$ cat config.mk
export PLATFORM = sky130hd
export DESIGN_NAME = uart_tx_frame
export DESIGN_NICKNAME = d
export VERILOG_FILES = /design/src/rtl/uart_pkg.sv /design/src/rtl/uart_tx_fifo.sv /design/src/rtl/uart_tx_frame.sv
export SDC_FILE = /design/constraint.sdc
export NUM_CORES = 1
export LEC_CHECK = 0
export BUFFER_PORTS_ARGS = -buffer_cell sky130_fd_sc_hd__clkbuf_2
export CORE_UTILIZATION = 55
export DETAILED_ROUTE_END_ITERATION = 6
export MAX_ROUTING_LAYER = met4
export PLACE_DENSITY = 0.82
export SKIP_LAST_GASP = 1
export SYNTH_ARGS = -nofsm -noshare
export SYNTH_HDL_FRONTEND = slang
export SYNTH_SLANG_ARGS = --single-unit
$ cat constraint.sdc
create_clock -name sys_clk -period 2.6 [get_ports sys_clk]
set_clock_uncertainty 0.1 [all_clocks]
set_input_delay 0.13 -clock sys_clk [delete_from_list [all_inputs] [get_ports sys_clk]]
set_output_delay 0.13 -clock sys_clk [all_outputs]
set_load 0.02 [all_outputs]
$ cat src/rtl/uart_pkg.sv
// Shared constants, FSM encoding and sizing helpers for the parametrised UART transmitter.
package uart_pkg;

  localparam int PARITY_NONE = 0;
  localparam int PARITY_ODD  = 1;
  localparam int PARITY_EVEN = 2;

  typedef enum logic [2:0] {
    IDLE,
    START,
    DATA,
    PAR,
    STOP
  } tx_state_t;

  // Bit period in clock cycles; integer division truncates.
  function automatic int baud_cnt(input int clk_freq, input int uart_bps);
    return clk_freq / uart_bps;
  endfunction

  function automatic int frame_bits(input int data_bits, input int parity, input int stop_bits);
    return 1 + data_bits + ((parity != PARITY_NONE) ? 1 : 0) + stop_bits;
  endfunction

endpackage

$ cat src/rtl/uart_tx_fifo.sv
// Small synchronous FIFO with first-word fall-through read data.
module uart_tx_fifo #(
  parameter int WIDTH = 8,
  parameter int DEPTH = 4
) (
  input  logic                     sys_clk,
  input  logic                     sys_rst,
  input  logic                     wr_en,
  input  logic [WIDTH-1:0]         wr_data,
  input  logic                     rd_en,
  output logic [WIDTH-1:0]         rd_data,
  output logic                     full,
  output logic                     empty,
  output logic [$clog2(DEPTH):0]   count
);

  localparam int AW = $clog2(DEPTH);

  logic [WIDTH-1:0] mem [DEPTH];
  logic [AW:0]      wr_ptr_reg;
  logic [AW:0]      rd_ptr_reg;
  logic             do_wr;
  logic             do_rd;

  // Pointers carry one extra wrap bit so full and empty are distinguishable.
  assign count   = wr_ptr_reg - rd_ptr_reg;
  assign full    = (count == (AW + 1)'(DEPTH));
  assign empty   = (count == '0);
  assign do_wr   = wr_en && !full;
  assign do_rd   = rd_en && !empty;
  assign rd_data = mem[rd_ptr_reg[AW-1:0]];

  always_ff @(posedge sys_clk) begin
    if (do_wr) begin
      mem[wr_ptr_reg[AW-1:0]] <= wr_data;
    end
  end

  always_ff @(posedge sys_clk or posedge sys_rst) begin
    if (sys_rst) begin
      wr_ptr_reg <= '0;
      rd_ptr_reg <= '0;
    end else begin
      if (do_wr) wr_ptr_reg <= wr_ptr_reg + (AW + 1)'(1);
      if (do_rd) rd_ptr_reg <= rd_ptr_reg + (AW + 1)'(1);
    end
  end

endmodule

$ cat src/rtl/uart_tx_frame.sv
// UART transmitter with configurable frame format and a valid/ready FIFO front end;
// queued words go out back-to-back with no idle gap between frames.
module uart_tx_frame
  import uart_pkg::*;
#(
  parameter int CLK_FREQ   = 50000000,
  parameter int UART_BPS   = 115200,
  parameter int DATA_BITS  = 8,
  parameter int PARITY     = 0,
  parameter int STOP_BITS  = 1,
  parameter int FIFO_DEPTH = 4
) (
  input  logic                          sys_clk,
  input  logic                          sys_rst,
  input  logic                          uart_tx_valid,
  output logic                          uart_tx_ready,
  input  logic [DATA_BITS-1:0]          uart_din,
  output logic                          uart_txd,
  output logic                          uart_tx_busy,
  output logic [$clog2(FIFO_DEPTH):0]   fifo_count
);

  localparam int                BPS_CNT   = baud_cnt(CLK_FREQ, UART_BPS);
  localparam int                BAUD_W    = (BPS_CNT > 1) ? $clog2(BPS_CNT) : 1;
  localparam logic [BAUD_W-1:0] BAUD_LAST = BAUD_W'(BPS_CNT - 1);
  localparam logic [3:0]        DATA_LAST = 4'(DATA_BITS - 1);
  localparam logic [3:0]        STOP_LAST = 4'(STOP_BITS - 1);

  tx_state_t              state_reg, state_next;
  logic [BAUD_W-1:0]      baud_reg, baud_next;
  logic [3:0]             bit_reg, bit_next;
  logic [DATA_BITS-1:0]   shift_reg, shift_next;
  logic                   par_reg, par_next;
  logic                   busy_reg, busy_next;
  logic                   txd_reg, txd_next;
  logic                   bit_end;
  logic                   load;
  logic                   fifo_full;
  logic                   fifo_empty;
  logic [DATA_BITS-1:0]   fifo_data;

  function automatic logic calc_par(input logic [DATA_BITS-1:0] word);
    return (PARITY == PARITY_ODD) ? ~^word : ^word;
  endfunction

  uart_tx_fifo #(
    .WIDTH (DATA_BITS),
    .DEPTH (FIFO_DEPTH)
  ) u_fifo (
    .sys_clk (sys_clk),
    .sys_rst (sys_rst),
    .wr_en   (uart_tx_valid),
    .wr_data (uart_din),
    .rd_en   (load),
    .rd_data (fifo_data),
    .full    (fifo_full),
    .empty   (fifo_empty),
    .count   (fifo_count)
  );

  assign uart_tx_ready = !fifo_full;
  assign uart_tx_busy  = busy_reg;
  assign uart_txd      = txd_reg;
  assign bit_end       = (baud_reg == BAUD_LAST);

  always_comb begin
    state_next = state_reg;
    baud_next  = bit_end ? '0 : baud_reg + BAUD_W'(1);
    bit_next   = bit_reg;
    shift_next = shift_reg;
    par_next   = par_reg;
    load       = 1'b0;
    case (state_reg)
      IDLE: begin
        baud_next = '0;
        load      = !fifo_empty;
      end
      START: begin
        if (bit_end) begin
          state_next = DATA;
          bit_next   = '0;
        end
      end
      DATA: begin
        if (bit_end) begin
          shift_next = shift_reg >> 1;
          if (bit_reg == DATA_LAST) begin
            bit_next   = '0;
            state_next = (PARITY != PARITY_NONE) ? PAR : STOP;
          end else begin
            bit_next = bit_reg + 4'd1;
          end
        end
      end
      PAR: begin
        if (bit_end) begin
          bit_next   = '0;
          state_next = STOP;
        end
      end
      STOP: begin
        if (bit_end) begin
          if (bit_reg == STOP_LAST) begin
            bit_next   = '0;
            state_next = IDLE;
            load       = !fifo_empty;
          end else begin
            bit_next = bit_reg + 4'd1;
          end
        end
      end
      default: state_next = IDLE;
    endcase
    // Popping from IDLE or the last stop cycle both start a fresh frame at this edge.
    if (load) begin
      state_next = START;
      baud_next  = '0;
      bit_next   = '0;
      shift_next = fifo_data;
      par_next   = calc_par(fifo_data);
    end
  end

  // The line flop decodes the current state, so it trails the FSM by one cycle.
  always_comb begin
    txd_next = 1'b1;
    case (state_reg)
      START:   txd_next = 1'b0;
      DATA:    txd_next = shift_reg[0];
      PAR:     txd_next = par_reg;
      default: txd_next = 1'b1;
    endcase
  end

  assign busy_next = (state_next != IDLE) || !fifo_empty;

  always_ff @(posedge sys_clk or posedge sys_rst) begin
    if (sys_rst) begin
      state_reg <= IDLE;
      baud_reg  <= '0;
      bit_reg   <= '0;
      shift_reg <= '0;
      par_reg   <= 1'b0;
      busy_reg  <= 1'b0;
      txd_reg   <= 1'b1;
    end else begin
      state_reg <= state_next;
      baud_reg  <= baud_next;
      bit_reg   <= bit_next;
      shift_reg <= shift_next;
      par_reg   <= par_next;
      busy_reg  <= busy_next;
      txd_reg   <= txd_next;
    end
  end

endmodule

==> reports/qor.csv, run 1 <==
metric,value,unit
fraction of layout instances using a drive strength above 1,21.1,%
Min-Delay Endpoint,u_fifo.wr_ptr_reg[0],
number of CTS-inserted buffers,9,
Clk Tree Root Cell,clkbuf_8,
DRC violation count after routing,0,
placer's final routability congestion estimate,0.829,
Final Hold Vio Count,0,
start point of the critical path,u_fifo.wr_ptr_reg[0],
slew at the pin closest to its max-slew limit,0.629,ns
synthesis-stage register bit count,65,
Final Net Count,283,
number of flip-flops under the largest register name,32,
Hold Crit Class,in -> reg,
number of I/O pins,17,
R2R depth,9,
unrepaired setup endpoints after global routing,no,
synthesized instance count,225,
first-pass GRT wire length,8730,um
mean instance size in the synthesized netlist,13.3,um^2
average via count per standard cell,5.38,
cell type group with the largest total delay on the critical path,adder cells,
number of antenna violations at the first check in global routing,0,
number of design-rule violations left by the first detailed-router iteration,109,
number of buffer cells added on primary ports,16,
routed wire length,5170,um
status,finished clean,
Final Slew Violations,0,
power density over the cells,803,nW/um^2
"area leader, netlist",edfxtp_1,
starting utilization of the core area,58.0,%
clock-pin slew on the worst setup and hold paths,0.07,ns
Critical Path Max Stage Delay,0.40,ns
crit path DAT,2.56,ns
share of the synthesized area in the top cell type,32.0,%
overflow left after global routing,0,
Clock Sinks,65,
most area-consuming cells after synthesis,"edfxtp_1 (32%), dfrtp_1 (27%), mux4_2 (6.0%), ha_1 (4.2%), xnor2_1 (4.1%)",
crit share post-route,93.8,%
most common library cells after synthesis,"dfrtp_1 (32), edfxtp_1 (32), nand2_1 (24), nor2_1 (15)",
synthesized netlist net count,247,
setup violators final,0,
reported leakage power,0.00143,uW
critical path type,reg -> reg,
number of enable flip-flop cells after synthesis,32,
netlist area before placement,3000,um^2
sum of buffers and inverters on the critical path,2,
number of levels the H-tree was split into,3,
launch instance of the worst min-delay path,uart_tx_valid,
area taken by flip-flops and latches,1790,um^2
TritonCTS clock tree,yes,
tightest slew margin relative to the limit,58.0,%
buffer levels on the longest clock path,2,
ys flop type,edfxtp_1,
VDD IR max,620,uV
Crit path required time,2.72,ns
y dimension of the die,75.8,um
largest net degree at the start of global routing,18,
sum of negative setup slack,0,ns
post-route minimum period,2.44,ns
async set-reset flop share out of synthesis,50.8,%
Area growth syn-to-layout,16.9,%
total global routing track utilization,22.6,%
Pre-Repair DR Iteration Count,4,
via count of the first global-routing pass,1865,
endpoint of the worst-slack reg-to-reg timing path,shift_reg[1],
critical path peak fanout,15,
endpoint type of the worst setup path,register,
count of standard-cell rows,26,
via count of the routed design,1806,
worst hold path depth,3,
distinct cell type count of the synthesized netlist,44,
DIE WIDTH,75.8,um
area of the multi-input gates,1130,um^2
Routed WL per cell,15.4,um
overall die area,5750,um^2
fill cell count,363,
Core Region,5170,um^2
worst-path cell chain,"inv_1, ha_1, fa_1, xor3_2, nor3_1, a2111oi_4, buf_6, nand2_1, o21ai_0",
Highest Clock Rate,410,MHz
Worst path slowest cell,nor3_1,
minimum setup slack after placement,0.123,ns
min setup slack post-route,0.160,ns
launch instance of the worst register-to-register path,u_fifo.wr_ptr_reg[0],
Antenna Diode Count,0,
clock latency on the worst-skew pair,0.34,ns
register-to-register setup slack,0.16,ns
Critical Path Start Type,register,
maximum capacitance violations,0,
part of the Yosys area used for sequential elements,59.6,%
number of routed nets with antenna violations,0,
half-perimeter wire length after placement,3460,um
YS warnings,0,
worst max path at each step:
stage,endpoint,slack [ns],cells after the start
3_5_place_dp,shift_reg[1],0.12,8
5_1_grt,shift_reg[5],0.004,8
2_1_floorplan,u_fifo.rd_ptr_reg[1],0.11,7
4_1_cts,shift_reg[1],0.11,8
3_3_place_gp,par_reg,0.27,9
6_report,shift_reg[1],0.16,9
repair_timing:
action,CTS,global route
resized for setup,0,1
buffers inserted,0,0
setup endpoints to repair,0,1
hold buffers,9,0
endpoints found under the hold margin,48,0
routing by layer:
metal  global-route usage, %  routed length (um)  vias to the layer above
li1                        -                   -                      878
met2                    36.9                2690                       24
met3                    5.56                 133                        8
met5                       -                   0                        -
met4                    9.88                  72                        0
met1                    26.8                2280                      896
report_power, final:
group	internal [uW]	switching, uW
Combinational	250	347
Clock	538	410
Sequential	1230	42.7
Total	2020	800
placed cells by master, fill, tap and decap left out, drive strengths merged, types with 2 or more instances in the layout:
master and count:
a211oi 2, nand2b 2, buf 8, clkbuf 25, edfxtp 32, clkinvlp 3, a21oi 6, nor2 15
clkinv 2, nand2 24, nand3 5, mux2i 7, nand4 2, or3 3, o21ai 15, xnor2 14
dfrtp 32, inv 10, xor2 4, nor3 2, and3 4, bufinv 2, dlygate4sd3 9, ha 10
mux4 8, nor3b 2
stage by stage:
| stage | util [%] | hold slack [ns] | cell area, um^2 | total power, uW | std cells |
|---|---|---|---|---|---|
| floorplan | - | 0.129 | 3000 | 1680 | 225 |
| global placement | 61.7 | 0.113 | 3190 | 1850 | 311 |
| detailed placement | 61.7 | 0.112 | 3190 | 1880 | 311 |
| CTS | 67.7 | 0.0981 | 3500 | 2830 | 336 |
| global route | 67.8 | 0.158 | 3500 | 2940 | 336 |
| finish | 67.8 | 0.116 | 3500 | 2820 | 336 |
final cells by class:
type	count	area share [%]
multi-input combinational	142	32.1
timing repair buffer	33	7.03
sequential	65	51.0
clock inverter	7	2.71
inverter	10	1.07
clock buffer	9	3.53
tap	70	2.50
cell families (layout without fill, tap and decap cells):
| kind of cell | count (synthesis) | count (layout) | share of synthesized area (%) |
|---|---|---|---|
| AOI/OAI and AO/OA | 29 | 29 | 6.51 |
| and+or+nand+nor | 67 | 67 | 11.3 |
| xor gates and xnor gates | 19 | 19 | 6.09 |
| buffers and inverters | 18 | 59 | 2.84 |
| DFF | 65 | 65 | 59.6 |
| adders and majority gates | 11 | 11 | 4.84 |
| muxes | 16 | 16 | 8.84 |
tightest hold or removal path, cell delays in order:
cell	delay [ns]
clkbuf_2	0.12
and2_1	0.19
xnor2_1	0.08
Power figures use the tool's default switching activity.
==> run 2: changes to the inputs <==
--- a/config.mk
+++ b/config.mk
@@ -13,4 +13,5 @@
 export SKIP_LAST_GASP = 1
 export SYNTH_ARGS = -nofsm -noshare
 export SYNTH_HDL_FRONTEND = slang
+export SYNTH_HIERARCHICAL = 1
 export SYNTH_SLANG_ARGS = --single-unit
==> reports/qor.csv, run 2 <==
metric,value,unit
crit path DAT,2.67,ns
clock latency on the worst-skew pair,0.34,ns
via count of the routed design,1930,
met1 wire length,2600,um
Area growth syn-to-layout,18.6,%
distinct cell type count of the synthesized netlist,53,
mux cell area share after synthesis,13.5,%
starting utilization of the core area,57.2,%
tightest slew margin relative to the limit,33.1,%
Final Net Count,298,
number of enable flip-flop cells after synthesis,32,
highest-count cells in the layout ignoring fill and taps,"dfrtp_1 (32), edfxtp_1 (32), inv_1 (16), clkbuf_2 (16), xnor2_1 (14)",
Clk Tree Root Cell,clkbuf_8,
number of I/O pins,17,
status,finished clean,
DRC violation count after routing,0,
slew at the pin closest to its max-slew limit,1.00,ns
y dimension of the die,77.9,um
most common library cells after synthesis,"dfrtp_1 (32), edfxtp_1 (32), inv_1 (17), xnor2_1 (14), nor2_1 (13)",
async set-reset flop share out of synthesis,50.8,%
number of CTS-inserted buffers,9,
"area leader, netlist",edfxtp_1,
ys flop type,edfxtp_1,
Core Region,5540,um^2
Synth Area in XOR/XNOR,5.76,%
setup violators final,0,
part of the Yosys area used for sequential elements,56.4,%
power density over the cells,1190,nW/um^2
Final Hold Vio Count,0,
total global routing track utilization,20.6,%
synthesis-stage register bit count,65,
VDD IR max,776,uV
clock-pin slew on the worst setup and hold paths,0.07,ns
average via count per standard cell,5.47,
synthesized netlist net count,253,
fraction of layout instances using a drive strength above 1,31.0,%
post-route minimum period,2.55,ns
number of design-rule violations left by the first detailed-router iteration,65,
overflow left after global routing,0,
Routed WL per cell,15.6,um
TritonCTS clock tree,yes,
number of routed nets with antenna violations,0,
share of the synthesized area in the top cell type,30.3,%
critical path type,reg -> reg,
mean instance size in the synthesized netlist,13.7,um^2
half-perimeter wire length after placement,3660,um
main combinational cell family by area after synthesis,multiplexers,
met3 layer wire length in the routed design,176,um
Hold Crit Class,in -> async,
number of levels the H-tree was split into,3,
most area-consuming cells after synthesis,"edfxtp_1 (30%), dfrtp_1 (25%), mux4_2 (5.7%), ha_1 (3.9%), mux2_2 (3.9%)",
total length of routed met2 wires,2680,um
Antenna Diode Count,0,
via count of the first global-routing pass,1922,
critical path peak fanout,8,
placer's final routability congestion estimate,0.858,
YS warnings,6,
Clock Sinks,65,
buffer levels on the longest clock path,2,
endpoint type of the worst setup path,register,
reported leakage power,0.00152,uW
Final Slew Violations,0,
"area fraction in and, or, nand and nor cells after synthesis",10.1,%
maximum capacitance violations,0,
number of buffer cells added on primary ports,16,
count of standard-cell rows,27,
first-pass GRT wire length,9050,um
routed wire length,5490,um
netlist area before placement,3170,um^2
Max Used Layer,met4,
crit share post-route,98.1,%
unrepaired setup endpoints after global routing,yes,
share of the synthesized area in compound gates (AO/OA/AOI/OAI),6.51,%
Critical Path Start Type,register,
number of antenna violations at the first check in global routing,0,
Crit path required time,2.72,ns
synthesized instance count,231,
Pre-Repair DR Iteration Count,4,
smallest hold slack,0.174,ns
largest net degree at the start of global routing,28,
Synth Area in Adders,4.58,%
DIE WIDTH,77.9,um
sum of negative setup slack,0,ns
overall die area,6070,um^2
number of flip-flops under the largest register name,32,
Highest Clock Rate,392,MHz
-- run 2: logic make-up (layout without fill, tap and decap cells) --
group / after synthesis / count (layout)
adder cells (fa/ha/maj): 11 / 11
AND/OR/NAND/NOR: 53 / 53
XOR/XNOR: 19 / 19
AO/OA/AOI/OAI: 31 / 31
flip-flops: 65 / 65
buffers and inverters: 24 / 74
multiplexers: 28 / 28
-- run 2: path summary, 6_finish.rpt --
check	startpoint	end	slack (ns)	cells after the start
worst max-delay path	u_fifo/wr_ptr_reg[0]	par_reg	0.05	9
worst min-delay path	sys_rst	u_fifo/wr_ptr_reg[2]	0.17	3
worst max register to register	u_fifo/wr_ptr_reg[0]	par_reg	0.05	9
worst min register to register	par_reg	par_reg	0.42	1
max in group asynchronous	sys_rst	shift_reg[1]	1.29	3
min in group sys_clk	par_reg	par_reg	0.42	1
-- run 2: where the power goes --
group / switching (uW) / internal [uW] / leakage (uW) / total (uW)
registers: 190 / 1400 / 0.000700 / 1590
logic: 986 / 1060 / 0.000729 / 2050
clock network: 376 / 443 / 0.0000937 / 819
-- run 2: through the flow --
step           cell area, um^2  utilization, %  total power [uW]  std cells  setup slack (ns)
2_1_floorplan             3210               -              3040        231           -0.0827
3_3_place_gp              3420            61.7              3480        322            0.0387
3_5_place_dp              3420            61.7              3540        322           -0.0217
4_1_cts                   3720            67.1              4400        350            0.0678
5_1_grt                   3760            67.9              4750        353           -0.0257
6_report                  3760            67.9              4460        353            0.0500
-- run 2: worst max-delay path: stages (launching register included) --
cell	delay, ns
dfrtp_1	0.38
inv_2	0.07
ha_4	0.16
fa_2	0.36
xor3_2	0.33
nor2_2	0.04
or3_4	0.35
a21oi_4	0.15
buf_6	0.15
mux2_2	0.33
-- run 2: timing repair --
item                                   in CTS  in global routing
resized for setup                           0                  6
setup buffers                               2                  3
setup endpoints to repair                   7                 22
hold buffers                               10                  0
endpoints found under the hold margin      65                  0
pin swaps                                   0                  3
cloned                                      0                  0
-- run 2: routing by layer --
metal / global-route usage (%) / up-vias
met2: 31.8 / 32
met1: 26.1 / 957
met4: 6.85 / 0
li1: - / 935
met3: 6.47 / 6
met5: - / -
-- run 2: final cells by class --
cell class	count	area (um^2)
flip-flops and latches	65	1790
fillers	389	1780
multi-input cells	142	1330
repair buffers	41	300
clock buffers	11	131
well taps	72	90.1
inverters	17	63.8
clock inverters	5	56.3
